==> config.mk <==
export PLATFORM = sky130hd
export DESIGN_NAME = pipelined_adder
export DESIGN_NICKNAME = d
export VERILOG_FILES = /design/src/rtl/pipelined_adder.sv
export SDC_FILE = /design/constraint.sdc
export NUM_CORES = 1
export LEC_CHECK = 0
export BUFFER_PORTS_ARGS = -buffer_cell sky130_fd_sc_hd__clkbuf_2
export CAP_MARGIN = 20
export CELL_PAD_IN_SITES_DETAIL_PLACEMENT = 0
export CELL_PAD_IN_SITES_GLOBAL_PLACEMENT = 2
export CORE_UTILIZATION = 36
export CTS_CLUSTER_SIZE = 12
export DETAILED_ROUTE_END_ITERATION = 10
export HOLD_SLACK_MARGIN = 0.1
export PLACE_DENSITY_LB_ADDON = 0.1
export SYNTH_ARGS = -nofsm -noshare
export SYNTH_HDL_FRONTEND = slang
export SYNTH_SLANG_ARGS = --single-unit
==> constraint.sdc <==
create_clock -name clk -period 2.7 [get_ports clk]
set_input_delay 0.27 -clock clk [delete_from_list [all_inputs] [get_ports clk]]
set_output_delay 0.27 -clock clk [all_outputs]
set_load 0.005 [all_outputs]
==> src/rtl/pipelined_adder.sv <==
// pipelined_adder: STAGES-deep carry-pipelined adder/subtractor with valid/ready handshake.
//   clk       - sole clock, rising edge
//   rst_n     - asynchronous active-low reset, clears all stage state
//   in_valid  - operand set present; accepted when in_ready is also 1
//   in_ready  - low only while the output is stalled
//   a, b      - operands; cin carry/borrow-in; sub selects subtract
//   out_valid - result present; consumed when out_ready is 1
//   sum, cout - result and carry-out (subtract: cout=1 means no borrow)
//   overflow  - two's-complement signed overflow
module pipelined_adder #(
  parameter int WIDTH  = 32,
  parameter int STAGES = 4
) (
  input  logic             clk,
  input  logic             rst_n,
  input  logic             in_valid,
  output logic             in_ready,
  input  logic [WIDTH-1:0] a,
  input  logic [WIDTH-1:0] b,
  input  logic             cin,
  input  logic             sub,
  output logic             out_valid,
  input  logic             out_ready,
  output logic [WIDTH-1:0] sum,
  output logic             cout,
  output logic             overflow
);
  localparam int SW = WIDTH / STAGES;
  localparam int L  = STAGES - 1;
  logic stall;
  logic [STAGES-1:0][WIDTH-1:0] a_q, b_q, s_q, a_d, b_d, s_d, s_n;
  logic [STAGES-1:0] c_q, v_q, c_d, v_d, c_n;
  assign stall    = out_valid & ~out_ready;
  assign in_ready = ~stall;
  // Stage inputs: stage 0 takes the (possibly inverted) operands, later
  // stages take the previous stage registers.
  always_comb begin
    a_d = '0;
    b_d = '0;
    s_d = '0;
    c_d = '0;
    v_d = '0;
    s_n = '0;
    c_n = '0;
    a_d[0] = a;
    b_d[0] = b ^ {WIDTH{sub}};
    c_d[0] = cin ^ sub;
    v_d[0] = in_valid;
    for (int s = 1; s < STAGES; s++) begin
      a_d[s] = a_q[s-1];
      b_d[s] = b_q[s-1];
      s_d[s] = s_q[s-1];
      c_d[s] = c_q[s-1];
      v_d[s] = v_q[s-1];
    end
    // Each stage resolves only its own slice; lower slices pass through.
    for (int s = 0; s < STAGES; s++) begin
      s_n[s] = s_d[s];
      {c_n[s], s_n[s][s*SW +: SW]} = {1'b0, a_d[s][s*SW +: SW]}
                                   + {1'b0, b_d[s][s*SW +: SW]}
                                   + {{SW{1'b0}}, c_d[s]};
    end
  end
  always_ff @(posedge clk or negedge rst_n)
    if (!rst_n) begin
      a_q <= '0;
      b_q <= '0;
      s_q <= '0;
      c_q <= '0;
      v_q <= '0;
    end else if (!stall) begin
      a_q <= a_d;
      b_q <= b_d;
      s_q <= s_n;
      c_q <= c_n;
      v_q <= v_d;
    end
  assign out_valid = v_q[L];
  assign sum       = s_q[L];
  assign cout      = c_q[L];
  // The last stage still holds a and b_eff, so overflow is derived from
  // their sign bits and the finished sum.
  assign overflow  = (a_q[L][WIDTH-1] == b_q[L][WIDTH-1]) & (s_q[L][WIDTH-1] != a_q[L][WIDTH-1]);
endmodule

**Word level (Yosys, flattened, before mapping)**

Index checks and enable logic that the tools add are counted.

- Output and inout port bits: 36
- Bits in registers: 344
- Bits of input ports: 70

- Equal/unequal tests: 2
- $add $sub $neg: 8
- Bitwise gates (word level): 6

Operators by type and width:

| operator | number |
|---|---|
| adder 8 x 8 -> 9 bit | 4 |
| adder 9 x 1 -> 9 bit | 4 |
| XOR 32 bit | 1 |
| AND 1 bit | 2 |
| NOT 1 bit | 2 |
| equality test 1 bit | 1 |
| != test 1 bit | 1 |
| XOR 1 bit | 1 |

**Depth between registers and ports, before layout**

Gate-level depths: netlist (run 1).

- Depth in word-level cells: 3
- Gate-level depth with buffers: 11

**Worst setup path after synthesis (run 1)**

OpenSTA, ideal clock, no wires.

- Path kind: input to register
- From: input sub
- To: register s_q, in the netlist s_d[38]
- Required time: 2.636 ns
- Cell stages on the path: 11
- Path buffers: 2
- Path slack: 0.119 ns
- Data arrival time: 2.517 ns
- Cells stage by stage: clkbuf_1 -> buf_2 -> xor2_1 -> fa_1 -> inv_1 -> fa_1 -> nor2b_4 -> o31a_1 -> o311a_1 -> a211oi_1 -> a21o_1

- Cells in the longest elaborated chain, start to end: 3

Ends and longest elaborated chain:

| what | line | RTL |
|---|---|---|
| from (decl) | 21 | `input logic sub,` |
| XOR 32 bit | 46 | `b_d[0] = b ^ {WIDTH{sub}};` |
| adder 8 x 8 -> 9 bit | 60 | `+ {1'b0, b_d[s][s*SW +: SW]}` |
| adder 9 x 1 -> 9 bit (*) | 61 | `+ {{SW{1'b0}}, c_d[s]};` |
| to (signal assigned) | 74 | `s_q <= s_n;` |
| to (decl) | 31 | `logic [STAGES-1:0][WIDTH-1:0] a_q, b_q, s_q, a_d, b_d, s_d, s_n;` |

Mark *: on every way between the ends. The rest lies on a longest branch, timed or not.
A chain may end at the register's enable or synchronous reset.

**Worst setup path after layout (run 1)**

- From: register a_q, in the netlist a_d[40]
- To: register s_q, in the netlist s_d[78]

- Cells in the longest elaborated chain, start to end: 2

Ends and longest elaborated chain:

| what | line | RTL |
|---|---|---|
| from (decl) | 31 |  |
| from (signal assigned) | 66 | `a_q <= '0;` |
| from (signal assigned) | 72 | `a_q <= a_d;` |
| adder 8 x 8 -> 9 bit | 60 |  |
| adder 9 x 1 -> 9 bit | 61 |  |

Every way passes these cells.

==> results of run 1 <==
## through the flow
step	hold WS, ns	cell area [um2]	instances	total power, mW	util (%)
6_report	0.117	10100	1332	11.3	44.5
5_1_grt	0.112	10100	1332	12.4	44.5
4_1_cts	0.101	10100	1332	11.6	44.5
3_5_place_dp	0.274	9210	1272	8.83	40.6
3_3_place_gp	0.280	9210	1272	8.77	40.6
2_1_floorplan	-0.0256	8370	916	7.54	-
## cell usage after synthesis
cell type / instances / area (um2)
nand2_1: 425 / 1600
dfrtp_1: 186 / 4650
o21ai_0: 66 / 330
ha_1: 28 / 350
xnor2_1: 25 / 219
xor2_1: 21 / 184
clkbuf_1: 20 / 75.1
nor2_1: 18 / 67.6
buf_2: 17 / 85.1
a211oi_1: 14 / 105
a21oi_1: 13 / 65.1
inv_1: 13 / 48.8
a21o_1: 10 / 75.1
buf_1: 8 / 30.0
fa_1: 8 / 160
nor3_1: 7 / 35.0
a31oi_1: 4 / 25.0
o21bai_1: 4 / 30.0
or3_1: 4 / 25.0
a41oi_1: 3 / 26.3
nor2b_4: 3 / 41.3
o21a_1: 3 / 22.5
o311a_1: 3 / 30.0
o31a_1: 3 / 26.3
or2_2: 3 / 18.8
nand2b_1: 2 / 12.5
nor2b_1: 2 / 12.5
o211ai_1: 2 / 15.0
inv_2: 1 / 3.75
## cell families (layout without fill, tap and decap cells)
logic type,Yosys count,in the layout
AND/OR/NAND/NOR,464,464
flip-flops,186,186
AO/OA/AOI/OAI,125,125
buffers and inverters,59,190
XOR/XNOR,46,46
adder cells (fa/ha/maj),36,36
## registers in the layout (all words and copies together), names as in the netlist
| name | count |
|---|---|
| a_d | 48 |
| b_q | 1 |
| s_d | 48 |
| sum | 32 |
| v_q | 4 |
| a_q | 1 |
| c_q | 4 |
| b_d | 48 |
## path summary, 6_finish.rpt
kind,endpoint,slack [ns],depth (start not counted)
max in group asynchronous,s_d[116],1.49,3
setup reg to reg,s_d[78],0.38,7
hold / removal,b_d[54],0.12,3
hold reg to reg,v_q[3],0.45,1
min in group asynchronous,sum[2],0.35,2
setup / recovery,s_d[78],0.38,7
## final cells by class
type / instances / share of cell area, %
clock inverter: 14 / 1.81
timing repair buffer: 144 / 9.36
inverter: 14 / 0.544
sequential: 186 / 46.0
multi-input combinational: 671 / 34.4
tap: 285 / 3.53
clock buffer: 18 / 4.34
## routing by layer
layer	global-route usage, %	share of wire (%)
met5	0	0
met1	21.6	50
met2	24.3	46
met4	5.14	1.2
met3	2.94	2.3
## power by group through the flow
| stage | registers [mW] | clock network, mW | logic, mW |
|---|---|---|---|
| after global routing | 4.89 | 2.84 | 4.64 |
| final | 4.71 | 2.64 | 3.98 |
| after floorplan | 4.63 | 0 | 2.92 |
| after CTS | 4.74 | 2.74 | 4.09 |
| after global placement | 4.75 | 0 | 4.02 |
| after detailed placement | 4.79 | 0 | 4.04 |
## worst min-delay path, stage by stage
cell and delay [ns]:
clkbuf_2 0.08, xnor2_1 0.09, o21ai_0 0.06
==> out/metrics.yaml, run 1 <==
status: "complete, no violations"
p_leak_nw: 5.14
drc: 0
cap_violations: 0
switching_power_mw: 4.06
vias_per_cell: 4.53
grt_setup_unrepaired: "no"
ys_seq_area_share_pct: 55.6
ys_ff_latch: 186
clock_latency_ns: 0.43
dp_hpwl_mm: 11.4
drive_above_1_share_pct: 14.9
coreArea_um2: 22700
worstPathBufferInverterCount: 0
synth_top_family_by_area: "simple AND/OR/NAND/NOR gates"
cts_num_sinks: 186
start_kind: "flip-flop"
period_share_pct: 85.9
antenna_found_initial: 0
cts.repair.resized: 0
finalHoldViolCount: 0
wire_per_inst_um: 13.1
slowest_delay_ns: 0.48
fillers: 2348
nNetsFinal: 1140
tightest_slew_ns: 0.902
via_count: 6030
synthMuxAreaShare_pct: 0
io_pins: 106
grt_first_pass_wirelength_mm: 29.3
synthSimpleGateAreaFrac_pct: 21.6
fin_crit_ns: 2.32
overflow: 0
synthCells: 916
die_x_um: 154
grt_usage_pct: 15.5
drtIter0Drc: 289
synth_fa_ha_area_share_pct: 6.10
final_common_cell: "nand2_1"
combPwrFrac_pct: 35.1
post_cts.repair.setup_buffers: 0
setup_viol: 0
ir_drop_mv: 0.917
syn-num-nets: 1022
p_clk_share_pct: 23.3
multi_input_area_um2: 3480
setup_ws_ns: 0.380
start_util_pct: 36.9
cts_root_buf: "clkbuf_16"
port_buffers: 105
pre_cts_slack_ns: 0.257
grt_pass1_vias: 5810
dr.pass1.iters: 4
worstPathRequired_ns: 2.97
path_class: "flip-flop to flip-flop"
yosys.cell_types.count: 29
worstPathMaxFanout: 3
cp_top_family: "adder cells"
fp.dieH_um: 154
min_path_type: "input port to flip-flop"
ys.warnings.count: 0
avgSynthCellArea_um2: 9.14
wirelength_mm: 17.5
critical_path.endpoint_type: "flip-flop"
switching_share_pct: 35.8
fin_worst_skew_ns: 0.0119
die_area_um2: 23900
synth_compound_area_share_pct: 8.97
drtAntennaViolNets: 0
grt_max_degree: 214
drv_slew: 0
cp_data_arrival_time_ns: 2.59
rows: 55
areaGrowthSynthToFinish_pct: 20.9
clk_pin_slew_worst_paths_ns: 0.07
finalSetupTns_ns: 0
cts_max_path_buffers: 2
power.share.sequential_pct: 41.6
slowest_stage: "fa_1"
synth_area_um2: 8370
h-tree-depth: 4
slew_headroom_pct: 39.9
timing.fmax_ghz: 0.431
routabilityCongestion: 0.765
n_antenna_cell: 0
final_cell_mix: "425 x nand2_1, 186 x dfrtp_1, 104 x clkbuf_2, 66 x o21ai_0"
critPathLaunch: "a_d[40]"
p_int_mw: 7.28
cts_hold_repair.buffers: 28
min_from: "b[22]"
ff_latch_area_um2: 4650
synth-xor-area-share_pct: 4.81
cts_tree: "yes"
timing.rr.start: "a_d[40]"
power.density_nw_per_um2: 1120
worstPathCellList: "fa_1 -> fa_1 -> a21oi_1 -> o211ai_1 -> a21oi_1 -> xor2_1 -> o21ai_0"
cts_buffers: 17
Power figures use the tool's default switching activity.
==> run 2, diff against run 1 <==
--- a/config.mk
+++ b/config.mk
@@ -8,8 +8,8 @@
 export BUFFER_PORTS_ARGS = -buffer_cell sky130_fd_sc_hd__clkbuf_2
 export CAP_MARGIN = 20
 export CELL_PAD_IN_SITES_DETAIL_PLACEMENT = 0
-export CELL_PAD_IN_SITES_GLOBAL_PLACEMENT = 2
-export CORE_UTILIZATION = 36
+export CELL_PAD_IN_SITES_GLOBAL_PLACEMENT = 1
+export CORE_UTILIZATION = 44
 export CTS_CLUSTER_SIZE = 12
 export DETAILED_ROUTE_END_ITERATION = 10
 export HOLD_SLACK_MARGIN = 0.1
==> out/metrics.yaml, run 2 (synthesis gave the netlist of run 1 again) <==
status: "complete, no violations"
cts_tree: "yes"
n_antenna_cell: 0  # unchanged
p_int_mw: 7.14  # -1.9%
finalSetupTns_ns: 0  # unchanged
wire_per_inst_um: 13.0  # -0.75%
wirelength_mm: 16.7  # -4.3%
cts_num_sinks: 186  # unchanged
cp_top_family: "compound AO/OA/AOI/OAI gates"
slowest_stage: "fa_1"
postPlaceCellArea_um2: 9190  # -0.29%
tightest_slew_ns: 0.679  # -0.222 ns
fin_crit_ns: 2.28  # -0.0368 ns
cap_violations: 0  # unchanged
grt_pass1_vias: 5842  # +0.55%
setup_viol: 0  # unchanged
grt_setup_unrepaired: "no"
drc: 0  # unchanged
fin_worst_skew_ns: 0.0115  # -0.000363 ns
cts_root_buf: "clkbuf_16"
grt_first_pass_wirelength_mm: 28.2  # -3.8%
worstPathCellList: "fa_1 -> inv_1 -> fa_1 -> nor2b_4 -> o31a_1 -> o311a_1 -> a211oi_1 -> a21o_1"
cts_buffers: 17  # unchanged
areaGrowthSynthToFinish_pct: 19.8
nNetsFinal: 1143  # +0.26%
worstPathRequired_ns: 3.08  # +0.11 ns
h-tree-depth: 4  # unchanged
drtIter0Drc: 320  # +11%
p_leak_nw: 5.14  # about the same
fp.dieH_um: 140  # -9.4%
start_util_pct: 44.9  # +8.0 points
cts_max_path_buffers: 2  # unchanged
cp_common_cell: "fa_1"
grt_usage_pct: 18.2  # +2.7 points
finalHoldViolCount: 0  # unchanged
die_area_um2: 19600  # -18%
power.density_nw_per_um2: 1110  # -0.66%
port_buffers: 105  # unchanged
die_x_um: 140  # -9.4%
overflow: 0  # unchanged
hold_slack_ns: 0.116  # -0.000927 ns
final_cell_mix: "425 x nand2_1, 186 x dfrtp_1, 104 x clkbuf_2, 66 x o21ai_0, 28 x ha_1"
antenna_found_initial: 0  # unchanged
fillers: 1868  # -20%
timing.fmax_ghz: 0.438  # +1.6%
ir_drop_mv: 0.526  # -43%
via_count: 6117  # +1.4%
rows: 50  # -9.1%
cts.repair.resized: 0  # unchanged
slew_headroom_pct: 54.7  # +15 points
slowest_delay_ns: 0.48  # about the same
dr.pass1.iters: 4  # unchanged
power.share.sequential_pct: 42.3  # +0.7 points
worstPathMaxFanout: 3  # unchanged
dpl.cell_count: 1226  # -3.6%
drtAntennaViolNets: 0  # unchanged
final_cells: 1284  # -3.6%
vias_per_cell: 4.76  # +5.2%
post_cts.repair.setup_buffers: 0  # unchanged
switching_power_mw: 4.02  # -0.88%
clock_latency_ns: 0.43  # about the same
fin_util_pct: 53.8  # +9.2 points
combPwrFrac_pct: 35.8  # +0.7 points
routabilityCongestion: 0.786  # +2.8%
dp_hpwl_mm: 11.1  # -2.9%
drv_slew: 0  # unchanged
drive_above_1_share_pct: 15.3  # +0.43 points
final_common_cell: "nand2_1"
grt_max_degree: 116  # -46%
coreArea_um2: 18600  # -18%
switching_share_pct: 36.0  # +0.23 points
fin_area_um2: 10000  # -0.87%
critical_path.endpoint_type: "flip-flop"
p_clk_share_pct: 21.9  # -1.4 points
period_share_pct: 84.6  # -1.4 points
io_pins: 106  # unchanged
clk_pin_slew_worst_paths_ns: 0.07  # about the same
worstPathBufferInverterCount: 1  # +1
path_class: "flip-flop to flip-flop"
cp_data_arrival_time_ns: 2.66  # +0.07 ns
start_kind: "flip-flop"
min_path_type: "input port to flip-flop"
-- run 2: cell types whose count changed in the layout (fill, tap and decap cells not counted), sizes merged --
cell / before / now
buf: 11 / 16
bufinv: 3 / 1
clkbuf: 123 / 125
clkinv: 2 / 6
clkinvlp: 2 / 1
dlygate4sd3: 28 / 26
inv: 21 / 18
-- run 2: per-stage QoR --
step | total power, mW | setup WS [ns]
after floorplan | 7.54 | 0.119
after global placement | 8.72 | 0.340
after detailed placement | 8.82 | 0.275
after CTS | 11.3 | 0.400
after global routing | 12.2 | 0.243
final | 11.2 | 0.417
-- run 2: cell type report --
type | count | area (um2) | share of cell area, %
Tap cell | 234 | 293 | 2.92
Sequential cell | 186 | 4650 | 46.4
Timing Repair Buffer | 147 | 965 | 9.62
Clock buffer | 20 | 467 | 4.65
Inverter | 14 | 55.1 | 0.549
Clock inverter | 12 | 114 | 1.14
Multi-Input combinational cell | 671 | 3480 | 34.7
-- run 2: repair_timing --
action	in CTS	in global routing
hold buffers	26	0
endpoints found under the hold margin	102	0
endpoints found under the setup margin	0	0
-- run 2: path summary, 6_finish.rpt --
kind	to	cells after the start	slack, ns	startpoint
worst min register to register	sum[6]	2	0.46	sum[6]
worst min-delay path	b_d[55]	3	0.12	b[23]
min in group asynchronous	s_d[96]	2	0.46	rst_n
worst max register to register	s_d[118]	8	0.42	a_d[80]
worst max-delay path	s_d[118]	8	0.42	a_d[80]
max in group asynchronous	sum[11]	3	1.49	rst_n
-- run 2: power by group through the flow --
| stage | clock (mW) | sequential (mW) | combinational [mW] |
|---|---|---|---|
| after floorplan | 0 | 4.63 | 2.92 |
| after global placement | 0 | 4.75 | 3.98 |
| after detailed placement | 0 | 4.78 | 4.04 |
| after CTS | 2.52 | 4.74 | 4.08 |
| after global routing | 2.61 | 4.89 | 4.66 |
| final | 2.45 | 4.72 | 3.99 |
-- run 2: worst min-delay path, cell delays in order --
cell and delay [ns]:
clkbuf_2 0.08, xnor2_1 0.10, o21ai_0 0.06
-- run 2: routing by layer --
metal	track usage (%)	vias to the layer above	share of wire, %
met3	3.42	21	2.6
met1	23.7	2837	48
met4	7.29	0	2.0
met5	0	-	0
li1	-	3172	-
met2	30.1	87	47
